==> src/rtl/seg_scan_pkg.sv <==
// Shared definitions for the two-digit seven-segment scanner and the octal segment decoder.
package seg_scan_pkg;

  typedef enum logic [1:0] {
    SHOW0 = 2'd0,
    GAP0  = 2'd1,
    SHOW1 = 2'd2,
    GAP1  = 2'd3
  } scan_state_t;

  localparam logic [6:0] SEG_BLANK = 7'b0000000;

  // Segment patterns, bit6..bit0 = a..g, active-high.
  localparam logic [6:0] SEG_D0 = 7'b1111110;
  localparam logic [6:0] SEG_D1 = 7'b0110000;
  localparam logic [6:0] SEG_D2 = 7'b1101101;
  localparam logic [6:0] SEG_D3 = 7'b1111001;
  localparam logic [6:0] SEG_D4 = 7'b0110011;
  localparam logic [6:0] SEG_D5 = 7'b1011011;
  localparam logic [6:0] SEG_D6 = 7'b1011111;
  localparam logic [6:0] SEG_D7 = 7'b1110000;

  function automatic int cnt_width(input int div, input int dead);
    int m;
    m = 2;
    if (div > m) m = div;
    if (dead > m) m = dead;
    return $clog2(m);
  endfunction

endpackage

==> src/rtl/slot_timer.sv <==
// Loadable down-counter that times one display slot; tc is high while the count is zero.
module slot_timer #(
  parameter int CW = 16
) (
  input  logic          clk,
  input  logic          rst,
  input  logic          load,
  input  logic [CW-1:0] load_val,
  output logic          tc
);

  logic [CW-1:0] count_reg;

  assign tc = (count_reg == '0);

  always_ff @(posedge clk) begin
    if (rst) begin
      count_reg <= '0;
    end else if (load) begin
      count_reg <= load_val;
    end else if (!tc) begin
      count_reg <= count_reg - 1'b1;
    end
  end

endmodule

==> src/rtl/seg_scan.sv <==
// Two-digit seven-segment scanner with dead-time gaps and frame-aligned capture.
// Define SEG_SCAN_ACTIVE_LOW_EN to invert seg/an at the output registers (common-anode).
module seg_scan
  import seg_scan_pkg::*;
#(
  parameter int DIV  = 50000,
  parameter int DEAD = 64
) (
  input  logic       clk,
  input  logic       rst,
  input  logic       en,
  input  logic [6:0] dig0_seg,
  input  logic [6:0] dig1_seg,
  output logic [6:0] seg,
  output logic [1:0] an,
  output logic       frame_start
);

  localparam int CW = cnt_width(DIV, DEAD);
  localparam logic [CW-1:0] SHOW_LOAD = CW'(DIV - 1);
  localparam logic [CW-1:0] GAP_LOAD  = (DEAD > 0) ? CW'(DEAD - 1) : '0;

`ifdef SEG_SCAN_ACTIVE_LOW_EN
  localparam logic [6:0] SEG_INV = 7'h7F;
  localparam logic [1:0] AN_INV  = 2'b11;
`else
  localparam logic [6:0] SEG_INV = 7'h00;
  localparam logic [1:0] AN_INV  = 2'b00;
`endif

  scan_state_t   state_reg, state_next;
  logic [6:0]    dig0_reg, dig0_next;
  logic [6:0]    dig1_reg, dig1_next;
  logic [6:0]    seg_reg, seg_next;
  logic [1:0]    an_reg, an_next;
  logic          frame_start_reg;
  logic          capture;
  logic          tc;
  logic [CW-1:0] load_val;

  slot_timer #(.CW(CW)) u_timer (
    .clk      (clk),
    .rst      (rst),
    .load     (tc),
    .load_val (load_val),
    .tc       (tc)
  );

  always_comb begin
    state_next = state_reg;
    if (tc) begin
      case (state_reg)
        SHOW0:   state_next = (DEAD > 0) ? GAP0 : SHOW1;
        GAP0:    state_next = SHOW1;
        SHOW1:   state_next = (DEAD > 0) ? GAP1 : SHOW0;
        GAP1:    state_next = SHOW0;
        default: state_next = SHOW0;
      endcase
    end

    // Both digits are captured together on SHOW0 entry so a frame never tears.
    capture   = tc && (state_next == SHOW0);
    dig0_next = capture ? dig0_seg : dig0_reg;
    dig1_next = capture ? dig1_seg : dig1_reg;
    load_val  = ((state_next == SHOW0) || (state_next == SHOW1)) ? SHOW_LOAD : GAP_LOAD;

    seg_next = SEG_BLANK;
    an_next  = 2'b00;
    if (en) begin
      case (state_next)
        SHOW0: begin
          seg_next = dig0_next;
          an_next  = 2'b01;
        end
        SHOW1: begin
          if (dig1_next != SEG_BLANK) begin
            seg_next = dig1_next;
            an_next  = 2'b10;
          end
        end
        default: begin
          seg_next = SEG_BLANK;
          an_next  = 2'b00;
        end
      endcase
    end
  end

  always_ff @(posedge clk) begin
    if (rst) begin
      state_reg       <= GAP1;
      dig0_reg        <= SEG_BLANK;
      dig1_reg        <= SEG_BLANK;
      seg_reg         <= SEG_BLANK ^ SEG_INV;
      an_reg          <= 2'b00 ^ AN_INV;
      frame_start_reg <= 1'b0;
    end else begin
      state_reg       <= state_next;
      dig0_reg        <= dig0_next;
      dig1_reg        <= dig1_next;
      seg_reg         <= seg_next ^ SEG_INV;
      an_reg          <= an_next ^ AN_INV;
      frame_start_reg <= capture;
    end
  end

  assign seg         = seg_reg;
  assign an          = an_reg;
  assign frame_start = frame_start_reg;

endmodule

==> config.mk <==
export PLATFORM = sky130hd
export DESIGN_NAME = seg_scan
export DESIGN_NICKNAME = d
export VERILOG_FILES = /design/src/rtl/seg_scan_pkg.sv /design/src/rtl/slot_timer.sv /design/src/rtl/seg_scan.sv
export SDC_FILE = /design/constraint.sdc
export NUM_CORES = 1
export LEC_CHECK = 0
export ABC_AREA = 1
export ABC_CLOCK_PERIOD_IN_PS = 7700
export BUFFER_PORTS_ARGS = -buffer_cell sky130_fd_sc_hd__buf_2
export CAP_MARGIN = 20
export CORE_MARGIN = 2
export CORE_UTILIZATION = 40
export CTS_BUF_LIST = sky130_fd_sc_hd__clkbuf_2
export CTS_CLUSTER_DIAMETER = 150
export DETAILED_ROUTE_END_ITERATION = 8
export GPL_TIMING_DRIVEN = 0
export PLACE_DENSITY = 0.65
export SETUP_SLACK_MARGIN = 0.4
export SLEW_MARGIN = 20
export SYNTH_ARGS = -nofsm -noshare
export SYNTH_HDL_FRONTEND = slang
export SYNTH_HIERARCHICAL = 1
export SYNTH_SLANG_ARGS = --single-unit
==> constraint.sdc <==
create_clock -name clk -period 7.7 [get_ports clk]
set_input_delay 0 -clock clk [delete_from_list [all_inputs] [get_ports clk]]
set_output_delay 0 -clock clk [all_outputs]
set_load 0.05 [all_outputs]
======== Yosys cells after proc, flatten, opt, wreduce, memory -nomap -nowiden ========
Index checks and enable logic that the tools add are counted.
storage, ports and cells
  flip-flop bits (word level) ............. 42
  input port bits ......................... 17
  output and inout bits ................... 10
  logic and storage cells ................. 30
operators by class
  add/subtract/negate cells ............... 1
  equal/unequal tests ..................... 4
  multiplexer cells ....................... 10
  bitwise gates (word level) .............. 1
  reductions and logical operators ........ 7
operators with widths
  operator                                                               number
  16-bit 2-to-1 mux                                                      2
  7-bit 2-to-1 mux                                                       3
  16-bit logical NOT                                                     1
  16-bit by 1-bit subtractor with 16-bit output, second input constant   1
  7-bit case mux with 2 select lines                                     1
  2-bit case mux with 4 select lines                                     1
  7-bit nonzero test                                                     1
  2-bit equality test, second input constant                             3
  2-bit logical NOT                                                      2
  2-bit 2-to-1 mux                                                       2
  2-bit case mux with 2 select lines                                     1
  2-bit by 1-bit equality test with 1-bit output, second input constant  1
  2-bit OR reduction                                                     1
  1-bit logical AND                                                      1
  1-bit logical OR                                                       1
  1-bit inverter                                                         1

======== Logic depth before layout (Yosys ltp) ========
  depth in word-level cells ............... 9
  depth in mapped cells ................... 16
  depth with buffers taken out ............ 15

======== Modules after synthesis ========
Netlist, hierarchy kept.
by module, submodules not included
  module      times used  cells an instance  area each (µm²)  seq. area each (µm²)
  seg_scan    1           149                1159.9           520.5
  slot_timer  1           174                1089.8           320.3

======== Worst setup path before layout ========
OpenSTA, ideal clock, no wires.
  kind .................................... reg-to-reg
  from .................................... register u_timer.count_reg[0]
  to ...................................... register seg_reg[3], in the netlist seg[3]
  setup time .............................. 115 ps
  data arrival time ....................... 2386 ps
  required time ........................... 7585 ps
  setup slack ............................. 5199 ps
  cell stages (with the launch flop) ...... 14
  path buffers ............................ 1
  period minus slack after synthesis ...... 2501 ps
  cells stage by stage .................... dfxtp_1 -> inv_2 -> ha_1 -> nand3_4 -> nor2_4 -> nand2_1 -> nor4_1 -> nand2_2 -> nor2_8 -> nand2_4 -> buf_6 -> o21ai_2 -> nor2_1 -> o21a_1
between the ends
  word-level cells in the longest chain between the ends .. 8
  elaborated cells on any way between the ends .. 10
  classes of those cells .................. 1 x eq/ne; 5 x mux; 4 x reduce/logical
RTL lines
  element                                 RTL line                        RTL
  start: declaration                      slot_timer.sv:12                logic [CW-1:0] count_reg;
  start signal: assignment                slot_timer.sv:20                count_reg <= load_val;
  start signal: assignment                slot_timer.sv:22                count_reg <= count_reg - 1'b1;
  16-bit logical NOT (*)                  slot_timer.sv:14                assign tc = (count_reg == '0);
  named net tc                            seg_scan.sv:38                  logic tc;
  2-bit 2-to-1 mux                        seg_scan.sv:51                  if (tc) begin
  2-bit logical NOT                       seg_scan.sv:62, seg_scan.sv:70
  1-bit logical AND                       seg_scan.sv:62                  capture = tc && (state_next == SHOW0);
  7-bit 2-to-1 mux                        seg_scan.sv:64                  dig1_next = capture ? dig1_seg : dig1_reg;
  7-bit nonzero test                      seg_scan.sv:76                  if (dig1_next != SEG_BLANK) begin
  7-bit 2-to-1 mux                        seg_scan.sv:76
  7-bit case mux with 2 select lines (*)  seg_scan.sv:70                  case (state_next)
  end signal: assignment                  seg_scan.sv:94                  seg_reg <= SEG_BLANK ^ SEG_INV;
  end signal: assignment                  seg_scan.sv:101                 seg_reg <= seg_next ^ SEG_INV;
  end: declaration                        seg_scan.sv:34                  logic [6:0] seg_reg, seg_next;
Mark *: on every way through the listed nets, which the timed path passes. The rest lies on a longest branch.
A chain may end at the register's enable or synchronous reset.

======== Final worst setup path ========
  from .................................... register u_timer.count_reg[0]
  to ...................................... register dig1_reg[3]
between the ends
  word-level cells in the longest chain between the ends .. 5
RTL lines
  element                 RTL line          RTL
  16-bit logical NOT (*)  slot_timer.sv:14
  named net tc            seg_scan.sv:38
  2-bit 2-to-1 mux        seg_scan.sv:51
  2-bit logical NOT       seg_scan.sv:62
  1-bit logical AND (*)   seg_scan.sv:62
  7-bit 2-to-1 mux (*)    seg_scan.sv:64
  end signal: assignment  seg_scan.sv:100   dig1_reg <= dig1_next;
  end: declaration        seg_scan.sv:33    logic [6:0] dig1_reg, dig1_next;
Marks and branches as above.

==> results.md <==
- Status: finished, final reports clean
- Sink Count: 42
- Total CTS buffers: 5
- CTS tree: built
- Syn. warnings: 6
- Core area: 0.00547 sq mm
- Critical Path Stages: 14
- CP most frequent cell: nand2_2
- CP Capture Type: flop
- Area growth, synth to finish: 20.9%
- RR Endpoint: dig1_reg[3]
- Area of the multi-input gates: 0.00122 sq mm
- Die H: 79.0 um
- Die area: 0.00624 sq mm
- Critical Path RT: 8060 ps
- Post-CTS setup buffers: 0
- CP max stage delay: 830 ps
- Worst Setup SP: u_timer/count_reg[0]
- Setup crit end: dig1_reg[3]
- I/O pins: 27
- Drc violations: 0
- Max VDD drop: 0.232 mV
- Setup Crit Path Kind: reg -> reg
- Max-slew headroom: 0.268
- Num rows: 27
- Critical Path AT: 3810 ps
- Final setup fails: 0
- CP top delay family: simple AND/OR/NAND/NOR gates
- Worst Skew: 14.3 ps
- Mapped Cells: 323
- Root Buffer Master: clkbuf_2
- FMAX: 291 MHz
- Via density: 4.52
- Placed cell areas: 0.00249 sq mm
- R2R Path Start: u_timer/count_reg[0]
- Nets: 398
- Seq/Total Area, Yosys: 0.374
- Initial Util: 0.411
- Skew-Pair Late Insertion Delay: 390 ps
- Layout cell share with drive strength beyond 1: 0.206
- Slew Limit Fails: 0
- Reg clk slew, reported paths: 230 ps
- CP max stage cell: nor4_1
- Initial antenna violation count: 0
- Max FFs per register: 16
- Min-delay src: dig1_seg[3]
- Number of max-cap violations: 0
- Slew @ Worst Pin: 1090 ps
- Final Power: 1.08 mW
- Clock tree buffer depth: 2
- RSZ-0062 raised after global routing: false
- Number of synthesized register bits: 42
- ANT nets after route: 0
- Register area: 841 sq um
- Hold crit path type: in -> reg
- Final HPWL DP: 3570 um
- Routed len/inst: 10.8 um
- Gpl congestion: 0.862
- Worst reg-to-reg path cell count: 14
- Largest net degree at the start of global routing: 14
- Port Buffers: 25
- DRT Pass-1 Iters: 4
- WL final: 4870 um
- Final worst-path cycle share: 0.447
- Post-route minimum period: 3440 ps
- Buf+Inv Stages, Crit Path: 3
- Vias in the first global route: 2049
- Power Density: 397 mW/mm^2
- All-Layer GR Usage: 0.174
- Pleak: 1.33 nW
- Startpoint Class: flop
- FF-to-FF setup slack: 4260 ps
- Antenna diodes: 0
- Final hold vios: 0
- DR iter-0 viols: 80
- CP max FO: 10
- Mapped Avg Cell Area: 6.96 sq um
- First-pass GRT wire length: 8730 um
- Grt ovf: 0
- Post-Layout Inst Area: 0.00272 sq mm
- Critical path cell sequence: inv_2, ha_1, nand3_4, nor2_4, nand2_1, nor4_1, nand2_2, nor2_8, nand2_4, buf_8, nand2_2, nand2_2, nor2_1, dlygate4sd3_1
- Die Width: 79.0 um
- TNS Setup: 0 ps
- # fillers: 557
- Vias: 2040
- H-tree levels: 2
- Mapped Area: 0.00225 sq mm
- Post-synth cell types: 33
-- cells by family (layout without fill, tap and decap cells) --
family / after synthesis / in the layout / share of synthesized area
AOI/OAI and AO/OA: 28 / 28 / 0.0829
xor gates and xnor gates: 7 / 7 / 0.0273
adders and majority gates: 3 / 3 / 0.0167
buffers and inverters: 53 / 102 / 0.0973
DFF: 42 / 42 / 0.374
other: 2 / 9 / 0.00334
and+or+nand+nor: 188 / 188 / 0.399
-- layout make-up --
type                    count  share of cell area
well taps                  72              0.0331
flip-flops and latches     42               0.309
multi-input cells         235               0.447
inverters                  45              0.0621
plain buffers               8              0.0184
clock inverters             2              0.0138
clock buffers               6              0.0110
repair buffers             41               0.105
-- worst register-to-register path, stage by stage, from the launching register on --
cell	delay, ps
dfxtp_1	400
inv_2	100
ha_1	230
nand3_4	150
nor2_4	180
nand2_1	90
nor4_1	830
nand2_2	230
nor2_8	210
nand2_4	90
buf_8	160
nand2_2	60
nand2_2	60
nor2_1	80
dlygate4sd3_1	540
-- worst min-delay path by stage --
stage / to / slack [ps] / cells past startpoint
6_report: seg[3] / 90 / 5
5_1_grt: an[1] / 100 / 6
3_5_place_dp: dig0_reg[5] / 260 / 3
3_3_place_gp: dig0_reg[3] / 250 / 3
2_1_floorplan: dig0_reg[1] / 140 / 2
4_1_cts: seg[3] / 40 / 5
-- report_power, final --
part	total [mW]	internal (mW)	leakage, nW	switching, mW
Sequential	0.312	0.267	0.341	0.0442
Combinational	0.636	0.214	0.945	0.422
Clock	0.131	0.0562	0.0392	0.0750
Total	1.08	0.538	1.33	0.541
-- per-layer routing --
metal | global-route usage | vias up | share of wire
li1 | - | 1084 | -
met1 | 0.204 | 906 | 0.44
met2 | 0.317 | 45 | 0.50
met3 | 0.0386 | 5 | 0.044
met4 | 0.0517 | 0 | 0.0090
met5 | 0 | - | 0
-- metrics by stage --
stage / std cells / hold WS, ps / worst slack (ps) / utilization
detailed placement: 427 / 260 / 4510 / 0.455
floorplan: 330 / 143 / 5200 / -
global route: 451 / 100 / 4070 / 0.497
global placement: 427 / 251 / 4520 / 0.455
finish: 451 / 92.1 / 4260 / 0.497
CTS: 451 / 43.6 / 4270 / 0.497
-- cells in the final DEF (no fill, tap or decap), types with 7 or more instances in the layout --
cell and count:
a21oi_1 9, nor2_2 7, nand3_1 14, dfxtp_1 42
nor2_1 47, buf_2 26, dlygate4sd3_1 16, inv_1 39
conb_1 9, nand2_2 9, nand2_1 89
-- repair_timing --
item	CTS	global route
hold buffers	16	0
endpoints found under the hold margin	30	0
gates resized for setup	0	0
-- synth_stat cells --
master | instances | share of area
nor2_8 | 1 | 0.0089
buf_2 | 1 | 0.0022
xnor2_1 | 1 | 0.0039
nor2_4 | 4 | 0.020
a21oi_1 | 9 | 0.020
inv_1 | 39 | 0.065
nand2_2 | 9 | 0.025
xor2_1 | 6 | 0.023
nand3_1 | 14 | 0.031
nor2_2 | 7 | 0.019
ha_1 | 3 | 0.017
dfxtp_1 | 42 | 0.37
nor4_1 | 1 | 0.0028
buf_8 | 1 | 0.0067
o22ai_2 | 1 | 0.0056
o21ai_2 | 6 | 0.023
o21a_1 | 5 | 0.017
buf_1 | 1 | 0.0017
nor2_1 | 47 | 0.078
a21oi_2 | 1 | 0.0039
nand2_4 | 3 | 0.015
conb_1 | 2 | 0.0033
nand2_1 | 89 | 0.15
buf_6 | 1 | 0.0050
nor3_2 | 1 | 0.0044
clkbuf_1 | 4 | 0.0067
inv_2 | 6 | 0.010
nand3_2 | 2 | 0.0089
o21ai_1 | 3 | 0.0067
nand3b_1 | 6 | 0.020
o21ai_0 | 3 | 0.0067
nand4_1 | 3 | 0.0083
nand3_4 | 1 | 0.0078
(Power assumes the default switching activity.)
